==> src/rtl/axi_defs.sv <==
// Shared AXI3 encodings and bridge FSM states for the burst bridge and
// related uncached paths.
package axi_defs;

  typedef enum logic [1:0] {
    BURST_FIXED = 2'b00,
    BURST_INCR  = 2'b01,
    BURST_WRAP  = 2'b10
  } burst_t;

  typedef enum logic [1:0] {
    RESP_OKAY   = 2'b00,
    RESP_EXOKAY = 2'b01,
    RESP_SLVERR = 2'b10,
    RESP_DECERR = 2'b11
  } resp_t;

  typedef enum logic [2:0] {
    SIZE_1B = 3'd0,
    SIZE_2B = 3'd1,
    SIZE_4B = 3'd2,
    SIZE_8B = 3'd3
  } size_t;

  typedef enum logic [2:0] {
    S_IDLE,
    S_RADDR,
    S_RDATA,
    S_WADDR,
    S_WDATA,
    S_WRESP
  } state_t;

  // AXI3 WRAP needs 2/4/8/16 beats; anything else quietly becomes INCR.
  function automatic burst_t burst_type(input logic wrap, input logic [3:0] len);
    if (wrap && (len inside {4'd1, 4'd3, 4'd7, 4'd15})) return BURST_WRAP;
    return BURST_INCR;
  endfunction

endpackage

==> src/rtl/axi_strb_decode.sv <==
// Maps a byte strobe onto an AXI transfer size and the matching low address
// bits; naturally aligned 1/2/4/8-byte patterns narrow, everything else is full width.
module axi_strb_decode
  import axi_defs::*;
#(
  parameter int ADDR_WIDTH = 32,
  parameter int STRB_WIDTH = 4
) (
  input  logic [STRB_WIDTH-1:0] strb,
  input  logic [ADDR_WIDTH-1:0] addr,
  output size_t                 size,
  output logic [ADDR_WIDTH-1:0] addr_aligned
);

  localparam int LSB = $clog2(STRB_WIDTH);

  logic [LSB-1:0] low;
  logic           unused_addr_low;

  assign unused_addr_low = ^addr[LSB-1:0];

  // NOTE: size/low get defaults before the search loop so no path infers a latch.
  always_comb begin
    size = size_t'(LSB);
    low  = '0;
    for (int s = 0; s < LSB; s++) begin
      for (int k = 0; k < (STRB_WIDTH >> s); k++) begin
        if (strb == STRB_WIDTH'(((1 << (1 << s)) - 1) << (k << s))) begin
          size = size_t'(s);
          low  = LSB'(k << s);
        end
      end
    end
  end

  assign addr_aligned = {addr[ADDR_WIDTH-1:LSB], low};

endmodule

==> src/rtl/axi_burst_bridge.sv <==
// Valid/ready memory request port to single AXI3 master, INCR/WRAP bursts,
// one outstanding transaction, done/err pulse on return to IDLE.
module axi_burst_bridge
  import axi_defs::*;
#(
  parameter int         ADDR_WIDTH = 32,
  parameter int         DATA_WIDTH = 32,
  parameter logic [3:0] AXI_ID     = 4'd0,
  parameter int         MAX_LEN    = 16,
  localparam int        STRB_WIDTH = DATA_WIDTH / 8
) (
  input  logic                  clk,
  input  logic                  rst,
  input  logic                  req_valid,
  output logic                  req_ready,
  input  logic                  req_write,
  input  logic                  req_wrap,
  input  logic [ADDR_WIDTH-1:0] req_addr,
  input  logic [3:0]            req_len,
  input  logic [STRB_WIDTH-1:0] req_strb,
  input  logic                  wr_valid,
  output logic                  wr_ready,
  input  logic [DATA_WIDTH-1:0] wr_data,
  output logic                  rd_valid,
  input  logic                  rd_ready,
  output logic [DATA_WIDTH-1:0] rd_data,
  output logic                  rd_last,
  output logic                  done,
  output logic                  err,
  output logic [3:0]            arid,
  output logic [ADDR_WIDTH-1:0] araddr,
  output logic [3:0]            arlen,
  output logic [2:0]            arsize,
  output logic [1:0]            arburst,
  output logic [1:0]            arlock,
  output logic [3:0]            arcache,
  output logic [2:0]            arprot,
  output logic                  arvalid,
  input  logic                  arready,
  input  logic [3:0]            rid,
  input  logic [DATA_WIDTH-1:0] rdata,
  input  logic [1:0]            rresp,
  input  logic                  rlast,
  input  logic                  rvalid,
  output logic                  rready,
  output logic [3:0]            awid,
  output logic [ADDR_WIDTH-1:0] awaddr,
  output logic [3:0]            awlen,
  output logic [2:0]            awsize,
  output logic [1:0]            awburst,
  output logic [1:0]            awlock,
  output logic [3:0]            awcache,
  output logic [2:0]            awprot,
  output logic                  awvalid,
  input  logic                  awready,
  output logic [3:0]            wid,
  output logic [DATA_WIDTH-1:0] wdata,
  output logic [STRB_WIDTH-1:0] wstrb,
  output logic                  wlast,
  output logic                  wvalid,
  input  logic                  wready,
  input  logic [3:0]            bid,
  input  logic [1:0]            bresp,
  input  logic                  bvalid,
  output logic                  bready
);

  localparam int LSB = $clog2(STRB_WIDTH);

  state_t                state_q, state_n;
  logic [ADDR_WIDTH-1:0] addr_q;
  logic [3:0]            len_q;
  logic                  wrap_q;
  logic [STRB_WIDTH-1:0] strb_q;
  logic [3:0]            cnt_q, cnt_n;
  logic                  rerr_q, rerr_n;
  logic                  done_q, done_n;
  logic                  err_q, err_n;
  logic                  accept;
  logic [STRB_WIDTH-1:0] strb_eff;
  size_t                 aw_size;
  logic [ADDR_WIDTH-1:0] aw_addr;
  logic                  unused_ids;

  assign unused_ids = ^{rid, bid};
  assign accept     = req_valid && req_ready;

  always_comb begin
    state_n   = state_q;
    cnt_n     = cnt_q;
    rerr_n    = rerr_q;
    done_n    = 1'b0;
    err_n     = 1'b0;
    req_ready = (state_q == S_IDLE);
    rd_valid  = 1'b0;
    rready    = 1'b0;
    wvalid    = 1'b0;
    wr_ready  = 1'b0;
    bready    = 1'b0;
    case (state_q)
      S_IDLE: begin
        if (req_valid) begin
          state_n = req_write ? S_WADDR : S_RADDR;
          cnt_n   = '0;
          rerr_n  = 1'b0;
        end
      end
      S_RADDR: if (arready) state_n = S_RDATA;
      S_RDATA: begin
        rd_valid = rvalid;
        rready   = rd_ready;
        if (rvalid && rd_ready) begin
          rerr_n = rerr_q | (rresp != RESP_OKAY);
          if (rlast) begin
            state_n = S_IDLE;
            done_n  = 1'b1;
            err_n   = rerr_n;
          end
        end
      end
      S_WADDR: if (awready) state_n = S_WDATA;
      S_WDATA: begin
        wvalid   = wr_valid;
        wr_ready = wready;
        if (wr_valid && wready) begin
          if (wlast) begin
            state_n = S_WRESP;
            cnt_n   = '0;
          end else begin
            cnt_n = cnt_q + 4'd1;
          end
        end
      end
      S_WRESP: begin
        bready = 1'b1;
        if (bvalid) begin
          state_n = S_IDLE;
          done_n  = 1'b1;
          err_n   = (bresp != RESP_OKAY);
        end
      end
      default: state_n = S_IDLE;
    endcase
  end

  // NOTE: sequential state uses <= so every flop samples pre-edge values.
  always_ff @(posedge clk) begin
    if (rst) begin
      state_q <= S_IDLE;
      cnt_q   <= '0;
      rerr_q  <= 1'b0;
      done_q  <= 1'b0;
      err_q   <= 1'b0;
    end else begin
      state_q <= state_n;
      cnt_q   <= cnt_n;
      rerr_q  <= rerr_n;
      done_q  <= done_n;
      err_q   <= err_n;
    end
  end

  // NOTE: request payload has no reset; it is only read after being loaded on accept.
  always_ff @(posedge clk) begin
    if (accept) begin
      addr_q <= req_addr;
      len_q  <= req_len;
      wrap_q <= req_wrap;
      strb_q <= req_strb;
    end
  end

  assign strb_eff = (len_q == 4'd0) ? strb_q : '1;

  axi_strb_decode #(
    .ADDR_WIDTH (ADDR_WIDTH),
    .STRB_WIDTH (STRB_WIDTH)
  ) u_strb_decode (
    .strb         (strb_eff),
    .addr         (addr_q),
    .size         (aw_size),
    .addr_aligned (aw_addr)
  );

  // Both address valids come straight from the state register, never from the ready.
  assign arvalid = (state_q == S_RADDR);
  assign arid    = AXI_ID;
  assign araddr  = addr_q;
  assign arlen   = len_q;
  assign arsize  = 3'(LSB);
  assign arburst = burst_type(wrap_q, len_q);
  assign arlock  = '0;
  assign arcache = '0;
  assign arprot  = '0;

  assign awvalid = (state_q == S_WADDR);
  assign awid    = AXI_ID;
  assign awaddr  = aw_addr;
  assign awlen   = len_q;
  assign awsize  = aw_size;
  assign awburst = burst_type(wrap_q, len_q);
  assign awlock  = '0;
  assign awcache = '0;
  assign awprot  = '0;

  assign wid     = AXI_ID;
  assign wdata   = wr_data;
  assign wstrb   = strb_eff;
  assign wlast   = (cnt_q == len_q);

  assign rd_data = rdata;
  assign rd_last = rlast;
  assign done    = done_q;
  assign err     = err_q;

  assert property (@(posedge clk) disable iff (rst) accept |-> (int'(req_len) < MAX_LEN));

endmodule
==> config.mk <==
export PLATFORM = sky130hd
export DESIGN_NAME = axi_burst_bridge
export DESIGN_NICKNAME = d
export VERILOG_FILES = /design/src/rtl/axi_defs.sv /design/src/rtl/axi_strb_decode.sv /design/src/rtl/axi_burst_bridge.sv
export SDC_FILE = /design/constraint.sdc
export NUM_CORES = 1
export LEC_CHECK = 0
export ABC_CLOCK_PERIOD_IN_PS = 6200
export CELL_PAD_IN_SITES_DETAIL_PLACEMENT = 1
export CELL_PAD_IN_SITES_GLOBAL_PLACEMENT = 2
export CORE_ASPECT_RATIO = 2
export CORE_MARGIN = 1
export CORE_UTILIZATION = 16
export CTS_CLUSTER_SIZE = 12
export DETAILED_ROUTE_END_ITERATION = 10
export PLACE_DENSITY_LB_ADDON = 0.1
export SYNTH_ARGS = -nofsm -noshare
export SYNTH_HDL_FRONTEND = slang
export SYNTH_SLANG_ARGS = --single-unit
==> constraint.sdc <==
create_clock -name clk -period 6.2 [get_ports clk]
set_input_delay 1.24 -clock clk [delete_from_list [all_inputs] [get_ports clk]]
set_output_delay 1.24 -clock clk [all_outputs]
set_load 0.005 [all_outputs]
# Yosys cells after proc, flatten, opt, wreduce, memory -nomap -nowiden
# Cells that the tools add are included.
# W data, S select, Z words.
# word_totals
ramBits	0
mem_bits_ro	0
n_memories	0
input_bits	129
latch_bits	0
regBits	51
out_inout_bits	192
word_cells	94
# op_classes
reduce_logical	14
muxes	45
shifts	0
mul	0
div_mod_pow	0
n_bitwise	1
n_eq_ne	24
n_lt_le_gt_ge	0
add_sub_neg	1
# ops
cell	n
$mux W2	13
$mux W3	8
$pmux W3 S6	1
$mux W4	4
$mux W1	15
$eq A4 B2 Y1 const B	3
$eq A4 B4 Y1 const B	3
$ne A2 B2 Y1 const B	6
$eq A4 B1 Y1 const B	2
$eq A4 B3 Y1 const B	2
$pmux W4 S2	1
$reduce_and A8 Y1	1
$reduce_bool A2 Y1	4
$eq A3 B2 Y1 const B	2
$eq A3 B3 Y1 const B	2
$pmux W1 S2	3
$reduce_and A3 Y1	2
$add A4 B1 Y4 const B	1
$eq A4 B4 Y1	1
$logic_and A1 B1 Y1	4
$logic_not A4 Y1	1
$ne A2 B1 Y1 const B	2
$reduce_bool A4 Y1	1
$eq A3 B1 Y1 const B	1
other kinds (2)	2

# Depth between registers and ports, before layout
# Gate-level depths: netlist (run 1).
# logic_depth
depth_word	9
ltp_mapped	5
depth_no_buf	4

# Cells and area by module
# From an unflattened synthesis (run 1), not the netlist that was laid out.
# hier_totals
hier_cells	278
area_unflattened_um2	3079.2
# modules_own_cells
mod	seq_area_each_um2	cells_each	area_each_um2	instances
axi_burst_bridge	1431.4	238	2788.9	1
axi_strb_decode	0.0	40	290.3	1

# Worst setup path after synthesis (run 1)
# OpenSTA, ideal clock, no wires.
# synth_timing
kind	input to register
startpoint	in req_valid
endpoint	reg addr_q[0] (netlist: araddr[0]), enable pin
t_arrival_ns	2.250
n_path_buf	0
setup_ns	0.403
setup_slack_ns	3.546
required_ns	5.797
stages	1
path_cell_list	and2_1
# synth_via
elab_chain_len	1
# synth_lines
element	line_no	rtl
start: declaration	axi_burst_bridge.sv:14	input logic req_valid,
$logic_and A1 B1 Y1	axi_burst_bridge.sv:86	assign accept = req_valid && req_ready;
end signal: assignment	axi_burst_bridge.sv:166	addr_q <= req_addr;
end: declaration	axi_burst_bridge.sv:71	logic [ADDR_WIDTH-1:0] addr_q;
# Every way passes these cells.
# A chain may end at the register's enable or synchronous reset.

# Worst setup path in the final report (run 1)
# layout_timing
startpoint	in rvalid
endpoint	out rd_valid
# layout_via
elab_chain_len	1
# layout_lines
element	line_no	rtl
start: declaration	axi_burst_bridge.sv:44	input logic rvalid,
$mux W1	axi_burst_bridge.sv:100	case (state_q)
end: declaration	axi_burst_bridge.sv:24	output logic rd_valid,
# Every way passes these cells.

==> metrics.yaml, run 1 <==
clock_network:
  clk_pin_slew_ns: 0.07
  cts_buffer_depth: 2
  cts_hold_buf: 0
  htreeDepth: 2
  cts_buffers: 5
  cts_resized: 0
  clock-sinks: 51
  cts_tree: "yes"
  cts_setup_buffers: 0
  clockRootBuffer: "clkbuf_16"
  clk_latency_ns: 0.30
cells_and_area:
  design_area_sq_mm: 0.00412
  num_antenna_cells: 0
  drive_gt1_frac: 0.0544
  nNetsFinal: 460
  final_util: 0.219
  final_common_cell: "clkdlybuf4s50_1"
  most-common-layout-cells: "150 x clkdlybuf4s50_1, 41 x edfxtp_1, 34 x conb_1"
  syn2layout_area_growth_pct: 33.9
global_routing:
  grt_pass1_vias: 1865
  grt_first_pass_wirelength_um: 12300
  grt_max_degree: 43
  grt.overflow.total: 0
  antenna_found_initial: 0
  grt_usage: 0.0884
logic_synthesis:
  synth_edf_count: 41
  yosys_warnings: 0
  async_reset_ff_frac: 0
  synth.yosys.seq_area_share: 0.465
  yosys.area.top_type_share: 0.400
  ys_ff_latch: 51
  ys.flop_type: "edfxtp_1"
  synth_cells: 280
  syn_area_sq_mm: 0.00308
  avgSynthCellArea_sq_um: 11.0
  synth_top_area_cell: "edfxtp_1"
  yosysUniqueCellTypes: 46
  synthTopCellsByArea: "edfxtp_1 40%, buf_4 33%, dfxtp_1 6.5%, xor2_1 2.0%, nor2_1 1.5%"
power:
  seq_power_share: 0.456
  power_density_mw_per_mm2: 253
  clkPwrFrac: 0.266
  power.leakage_nw: 1.49
  p_int_w: 0.000761
  p_switching_w: 0.000283
  switching_share: 0.271
  comb_power_share: 0.279
  ir_worst_vdd_uv: 116
worst_hold_path:
  hold_class: "reg2reg"
route:
  ant_nets: 0
  wirelength_um: 8920
  initialDrtViolationCount: 39
  vias: 1895
  firstDrtPassIters: 3
  drc_errors: 0
  via_per_inst: 3.23
  routedWlPerCell_um: 15.2
sta:
  fin_tns_setup_ns: 0
  max_freq_mhz: 274
  period_needed_ns: 3.65
  tightest_slew_ns: 1.08
  worst_slack_ns: 2.55
  finalCritPeriodShare: 0.589
  timing_hold_violations_final: 0
  max_slew_margin: 0.281
  rsz0062_at_grt: "false"
  slew_violations: 0
  clock_skew_ns: 0.00968
  setup_viol: 0
floorplan:
  fp.coreArea_sq_mm: 0.0188
  rows: 71
  dieArea_sq_mm: 0.0198
  start_util: 0.164
  pin_count: 321
  die-width_um: 100
  die_h_um: 198
placed_design:
  dp_slack_ns: 2.55
  globalplace.congestion: 0.655
  dp_hpwl_um: 7290
  place_area_sq_mm: 0.00399
  port_buffers: 150
worst_setup_path:
  cp_slowest_cell: "clkdlybuf4s50_1"
  startpoint_type: "input port"
  critPathMaxFanout: 3
  crit_type: "in2out"
  required_ns: 4.96
  cpMostUsedCell: "clkdlybuf4s50_1"
  max_stage_delay_ns: 0.51
  endpoint_kind: "output pin"
  crit_arrival_ns: 2.41
  path_cells: "clkdlybuf4s50_1 -> and3_1 -> clkdlybuf4s50_1"
outcome:
  outcome: "complete, no violations"
flow_run:
  maxCapViolations: 0
-- power groups by stage --
stage / clock [W] / combinational [W] / sequential [W]
finish: 0.000277 / 0.000291 / 0.000475
detailed placement: 0 / 0.000298 / 0.000486
CTS: 0.000294 / 0.000299 / 0.000479
global route: 0.000307 / 0.000315 / 0.000484
floorplan: 0 / 0.000186 / 0.000469
global placement: 0 / 0.000299 / 0.000485
-- area by class of cell --
cell class | count | area [sq um]
timing repair buffer | 150 | 1500
inverter | 2 | 7.51
clock inverter | 1 | 5.00
multi-input combinational | 120 | 727
fill | 2184 | 14700
clock buffer | 7 | 133
sequential | 51 | 1430
tap | 255 | 319
-- per-layer routing --
layer | share of wire | GRT usage | up-vias
met5 | 0 | 0 | -
met4 | 0.033 | 0.0580 | 0
met3 | 0.046 | 0.0127 | 27
met2 | 0.64 | 0.188 | 89
met1 | 0.28 | 0.0696 | 905
li1 | - | - | 874
-- synthesized netlist by cell type, drive strengths merged, types with 2 or more instances --
master and instances:
buf 138, edfxtp 41, nor2 12, dfxtp 10
xor2 7, nand2b 6, and2 5, nand3 5
and3 4, nand2 4, nor3 4, a21oi 3
and2b 3, nor4 3, conb 2, inv 2
mux2 2, mux2i 2, nor3b 2, o211ai 2
or4 2, xnor2 2
-- sequential cells by signal, summed over array words and instances, names as in the netlist --
register,flops
rerr_q,1
arlen,4
done,1
err,1
araddr,32
wrap_q,1
state_q,3
strb_q,4
cnt_q,4
-- metrics by stage --
step	hold slack [ns]	total power, W	std cells
2_1_floorplan	0.487	0.000654	312
3_3_place_gp	0.503	0.000784	578
3_5_place_dp	0.528	0.000785	578
4_1_cts	0.548	0.00107	586
5_1_grt	0.574	0.00111	586
6_report	0.538	0.00104	586
-- worst max-delay path: cells and delay by family --
kind / cells / cell delay, ns
buffers and inverters: 2 / 1.01
AND/OR/NAND/NOR: 1 / 0.16
-- path summary, 6_finish.rpt --
path                endpoint  startpoint  slack, ns  depth (start not counted)
setup reg to reg  araddr[14]  state_q[1]       4.08                          2
hold reg to reg       rerr_q      rerr_q       0.54                          2
hold / removal        rerr_q      rerr_q       0.54                          2
setup / recovery    rd_valid      rvalid       2.55                          3
-- cells by family after synthesis --
group / Yosys count / synth area share
buf+inv: 141 / 0.339
simple gates: 55 / 0.104
flops: 51 / 0.465
compound gates: 17 / 0.0439
xor+xnor: 9 / 0.0256
mux: 4 / 0.0162
other cells: 2 / 0.00244
fa+ha+maj: 1 / 0.00406
No activity file was read; power rests on OpenSTA's default activity.
==> run 2: changes to the inputs <==
ABC_CLOCK_PERIOD_IN_PS = 3100   (was 6200)
CORE_UTILIZATION = 13   (was 16)
clock period = 3.1 ns   (was 6.2 ns; I/O delays follow)
==> run 2 against run 1 <==
Net effect:
- worst setup slack worse by 2.3 ns
- hold slack worse by 0.0034 ns
- sequential power grew 100%
- count of clock-buffer cells in the layout decreased by 1
- final area rose by 1.9%
- sequential share of layout area fell by 0.64 points
- wire length is 9.2% higher
- critical path type is now reg2out
==> metrics.yaml, run 2 (synthesized netlist as in run 1, its figures left out) <==
outcome:
  outcome: "complete, no violations"
worst_setup_path:
  path_cells: "or4_1 -> nor4_1 -> clkdlybuf4s50_1"
  critPathMaxFanout: 6
  required_ns: 2.48
  crit_type: "reg2out"
  timing.rr.start: "arlen[1]"
  endpoint_kind: "output pin"
  cp_slowest_cell: "or4_1"
  max_stage_delay_ns: 0.56
  startpoint_type: "flop"
  reg2reg_to: "state_q[2]"
  r2r_slack_ns: 1.08
  crit_arrival_ns: 2.20
  r2r_cells: 5
worst_hold_path:
  hp-start: "rerr_q"
  holdPathEnd: "rerr_q"
  hold_class: "reg2reg"
  whs_path_depth: 2
clock_network:
  cts_hold_buf: 0
  htreeDepth: 2
  cts_resized: 0
  cts_tree: "yes"
  clockRootBuffer: "clkbuf_16"
  cts_buffers: 5
  clk_pin_slew_ns: 0.07
  cts_buffer_depth: 2
  cts_setup_buffers: 0
  clock-sinks: 51
  clk_latency_ns: 0.30
global_routing:
  grt_first_pass_wirelength_um: 13400
  grt_util_met3: 0.0151
  antenna_found_initial: 0
  grt_pass1_vias: 2009
  grtUsageMet2: 0.161
  grt-busiest-layer: "met2"
  grt.overflow.total: 0
  grt_max_degree: 43
  grt_usage: 0.0769
  use_met1: 0.0628
power:
  power_density_mw_per_mm2: 506
  ir_worst_vdd_uv: 199
  power.leakage_nw: 1.52
floorplan:
  die-width_um: 111
  rows: 79
  die_h_um: 220
  pin_count: 321
  fp.coreArea_sq_mm: 0.0232
  dieArea_sq_mm: 0.0244
  start_util: 0.133
placed_design:
  place_area_sq_mm: 0.00406
  globalplace.congestion: 0.642
  port_buffers: 150
  dp_hpwl_um: 7990
cells_and_area:
  num_antenna_cells: 0
  nNetsFinal: 465
  drive_gt1_frac: 0.0714
  final_common_cell: "clkdlybuf4s50_1"
  multi_input_area_sq_um: 727
  most-common-layout-cells: "150 x clkdlybuf4s50_1, 41 x edfxtp_1, 34 x conb_1"
  layout.area.seq_sq_mm: 0.00143
  syn2layout_area_growth_pct: 36.4
  fill_cells: 2642
  largest_register_ffs: 32
  design_area_sq_mm: 0.00420
route:
  vias: 1949
  wirelength_um: 9740
  drc_errors: 0
  ant_nets: 0
  firstDrtPassIters: 4
  via_per_inst: 3.15
  routedWlPerCell_um: 15.7
  initialDrtViolationCount: 41
sta:
  period_needed_ns: 2.82
  clock_skew_ns: 0.00529
  max_freq_mhz: 355
  finalCritPeriodShare: 0.908
  rsz0062_at_grt: "false"
  max_slew_margin: 0.592
  slew_violations: 0
  timing_hold_violations_final: 0
  tightest_slew_ns: 0.611
  setup_viol: 0
  fin_tns_setup_ns: 0
flow_run:
  maxCapViolations: 0
run 2: how the worst max path moves through the flow:
stage / startpoint / to / slack, ns / cells past startpoint
after global routing: arlen[0] / awaddr[1] / 0.13 / 3
after CTS: arlen[0] / awaddr[1] / 0.22 / 3
after floorplan: state_q[1] / araddr[0] / 0.86 / 3
after global placement: arlen[0] / awaddr[1] / 0.56 / 3
after detailed placement: arlen[0] / awaddr[1] / 0.56 / 3
final: arlen[0] / awaddr[1] / 0.28 / 3
run 2: worst max-delay path: cells and delay by family, from the launching register on:
family | cells | cell delay, ns
buffers and inverters | 1 | 0.56
flip-flops | 1 | 0.51
AND/OR/NAND/NOR | 2 | 0.83
run 2: layout make-up:
class | count | area share
well taps | 283 | 0.0843
clock buffers | 6 | 0.0307
flip-flops and latches | 51 | 0.341
clock inverters | 2 | 0.00328
multi-input cells | 120 | 0.173
inverters | 2 | 0.00179
repair buffers | 155 | 0.366
run 2: report_power, final:
group	leakage (nW)	total (W)	switching, W	internal, W
Clock	0.0708	0.000576	0.000275	0.000301
Sequential	0.472	0.000950	0.0000918	0.000859
Combinational	0.974	0.000599	0.000229	0.000370
Total	1.52	0.00213	0.000596	0.00153
run 2: per-layer routing:
| layer | part of all wire | vias up | wire, um |
|---|---|---|---|
| met5 | 0 | - | 0 |
| met3 | 0.060 | 40 | 584 |
| met4 | 0.035 | 0 | 342 |
| li1 | - | 881 | - |
| met2 | 0.61 | 116 | 5940 |
| met1 | 0.30 | 912 | 2870 |
run 2: metrics by stage:
step / hold slack [ns] / utilization / cells / total power [W] / worst slack (ns)
floorplan: 0.487 / - / 312 / 0.00131 / 0.860
finish: 0.535 / 0.181 / 619 / 0.00213 / 0.284
global route: 0.568 / 0.181 / 619 / 0.00226 / 0.129
global placement: 0.514 / 0.175 / 611 / 0.00159 / 0.559
detailed placement: 0.525 / 0.175 / 611 / 0.00159 / 0.560
CTS: 0.544 / 0.181 / 619 / 0.00219 / 0.221
==> run 3: changes to the inputs <==
GPL_TIMING_DRIVEN = 0   (was default)
==> run 3 against run 2 <==
Net effect:
- clock power rose by 1%
- hold slack improved by 0.014 ns
- sequential share of layout area fell by 9.6 points
- count of clock-buffer cells in the layout did not move
- final area rose by 39%
- first-iteration DRC count fell by 34%
- clock skew rose by 0.0011 ns
- fmax fell by 1.1%
- critical path type unchanged
- largest cell class unchanged
- highest routed layer is now met5
==> metrics.yaml, run 3 (synthesized netlist as in run 1, its figures left out) <==
cells_and_area:
  final_common_cell: "clkdlybuf4s50_1"
  syn2layout_area_growth_pct: 90.0
  instances_no_fill: 818
  largest_register_ffs: 32
  nNetsFinal: 663
  drive_gt1_frac: 0.298
  most-common-layout-cells: "213 x clkdlybuf4s50_1, 136 x buf_4, 41 x edfxtp_1"
worst_setup_path:
  reg2reg_to: "state_q[2]"
  max_stage_delay_ns: 0.58
  timing.rr.start: "arlen[0]"
  path_cells: "or4_1 -> nor4_1 -> clkdlybuf4s50_1"
  r2r_cells: 4
  r2r_slack_ns: 1.15
  cp_slowest_cell: "or4_1"
  required_ns: 2.48
  crit_start: "arlen[1]"
  crit_type: "reg2out"
  startpoint_type: "flop"
  critPathMaxFanout: 6
  endpoint_kind: "output pin"
  crit_arrival_ns: 2.23
floorplan:
  start_util: 0.133
  die_h_um: 220
  die-width_um: 111
  rows: 79
  fp.coreArea_sq_mm: 0.0232
  dieArea_sq_mm: 0.0244
  pin_count: 321
global_routing:
  grt_usage: 0.0889
  grtUsageMet2: 0.185
  grt-busiest-layer: "met2"
  grt_pass1_vias: 2775
  grt_util_met3: 0.0275
  antenna_found_initial: 1
  grt_first_pass_wirelength_um: 16000
  grt.overflow.total: 0
  use_met1: 0.0726
  grt_max_degree: 34
sta:
  slew_violations: 0
  period_needed_ns: 2.85
  finalCritPeriodShare: 0.918
  timing_hold_violations_final: 0
  clock_skew_ns: 0.00640
  setup_viol: 0
  max_freq_mhz: 351
  rsz0062_at_grt: "false"
clock_network:
  htreeDepth: 2
  cts_buffer_depth: 2
  cts_tree: "yes"
  clk_pin_slew_ns: 0.07
  cts_resized: 0
  clock-sinks: 51
  cts_setup_buffers: 0
  clockRootBuffer: "clkbuf_16"
  cts_buffers: 5
  clk_latency_ns: 0.30
  cts_hold_buf: 0
route:
  via_per_inst: 3.37
  initialDrtViolationCount: 27
  vias: 2755
  wirelength_um: 11500
  drc_errors: 0
  firstDrtPassIters: 2
  ant_nets: 0
  routedWlPerCell_um: 14.1
power:
  ir_worst_vdd_uv: 212
  power.leakage_nw: 2.44
  total_power_w: 0.00242
  power_density_mw_per_mm2: 414
worst_hold_path:
  hold_class: "reg2reg"
  holdPathEnd: "cnt_q[3]"
  whs_path_depth: 2
  hp-start: "cnt_q[3]"
flow_run:
  maxCapViolations: 0
placed_design:
  dp_hpwl_um: 9810
  placed_cells: 809
  globalplace.congestion: 0.690
  port_buffers: 213
outcome:
  outcome: "complete, no violations"
==> run 3: cell types whose count changed in the layout (fill, tap and decap cells not counted) <==
cell / change
diode_2: +1
clkbuf_2: +1
buf_4: +131
buf_12: +1
buf_2: +2
clkdlybuf4s50_1: +63
==> run 3: worst max-delay path by stage <==
| stage | end | slack (ns) |
|---|---|---|
| global placement | araddr[12] | -0.20 |
| floorplan | araddr[0] | 0.86 |
| CTS | awaddr[0] | 0.13 |
| global route | awaddr[0] | 0.03 |
| finish | awaddr[1] | 0.25 |
| detailed placement | awaddr[0] | 0.49 |
==> run 3: cell type report <==
type | instances | area [sq um]
Tap cell | 283 | 354
Antenna cell | 1 | 2.50
Fill cell | 2720 | 17400
Sequential cell | 51 | 1430
Multi-Input combinational cell | 120 | 727
Buffer | 139 | 1040
Inverter | 2 | 7.51
Clock inverter | 2 | 13.8
Timing Repair Buffer | 214 | 2150
Clock buffer | 6 | 129
==> run 3: worst max-delay path: cells and delay by family (launching register included) <==
kind | cells | cell delay [ns]
flip-flops | 1 | 0.51
buffers and inverters | 1 | 0.56
AND/OR/NAND/NOR | 2 | 0.86
==> run 3: per-stage QoR <==
stage          cell area (sq um)  hold WS (ns)  setup slack, ns   util  TNS [ns]
6_report                    5850         0.549            0.253  0.252         0
5_1_grt                     5850         0.567           0.0322  0.252         0
4_1_cts                     5850         0.551            0.132  0.252         0
3_5_place_dp                5710         0.532            0.489  0.246         0
3_3_place_gp                5690         0.516           -0.205  0.245     -8.20
2_1_floorplan               3200         0.487            0.860      -         0
==> run 3: power breakdown <==
| part | total, W | internal [W] | switching [W] |
|---|---|---|---|
| combinational | 0.000909 | 0.000595 | 0.000315 |
| sequential | 0.000929 | 0.000857 | 0.0000720 |
| clock | 0.000583 | 0.000301 | 0.000281 |
==> run 3: per-layer routing <==
layer / vias to the layer above / routed length (um)
met5: - / 8
met2: 198 / 6870
met4: 2 / 211
met1: 1265 / 3420
met3: 8 / 1010
li1: 1282 / -
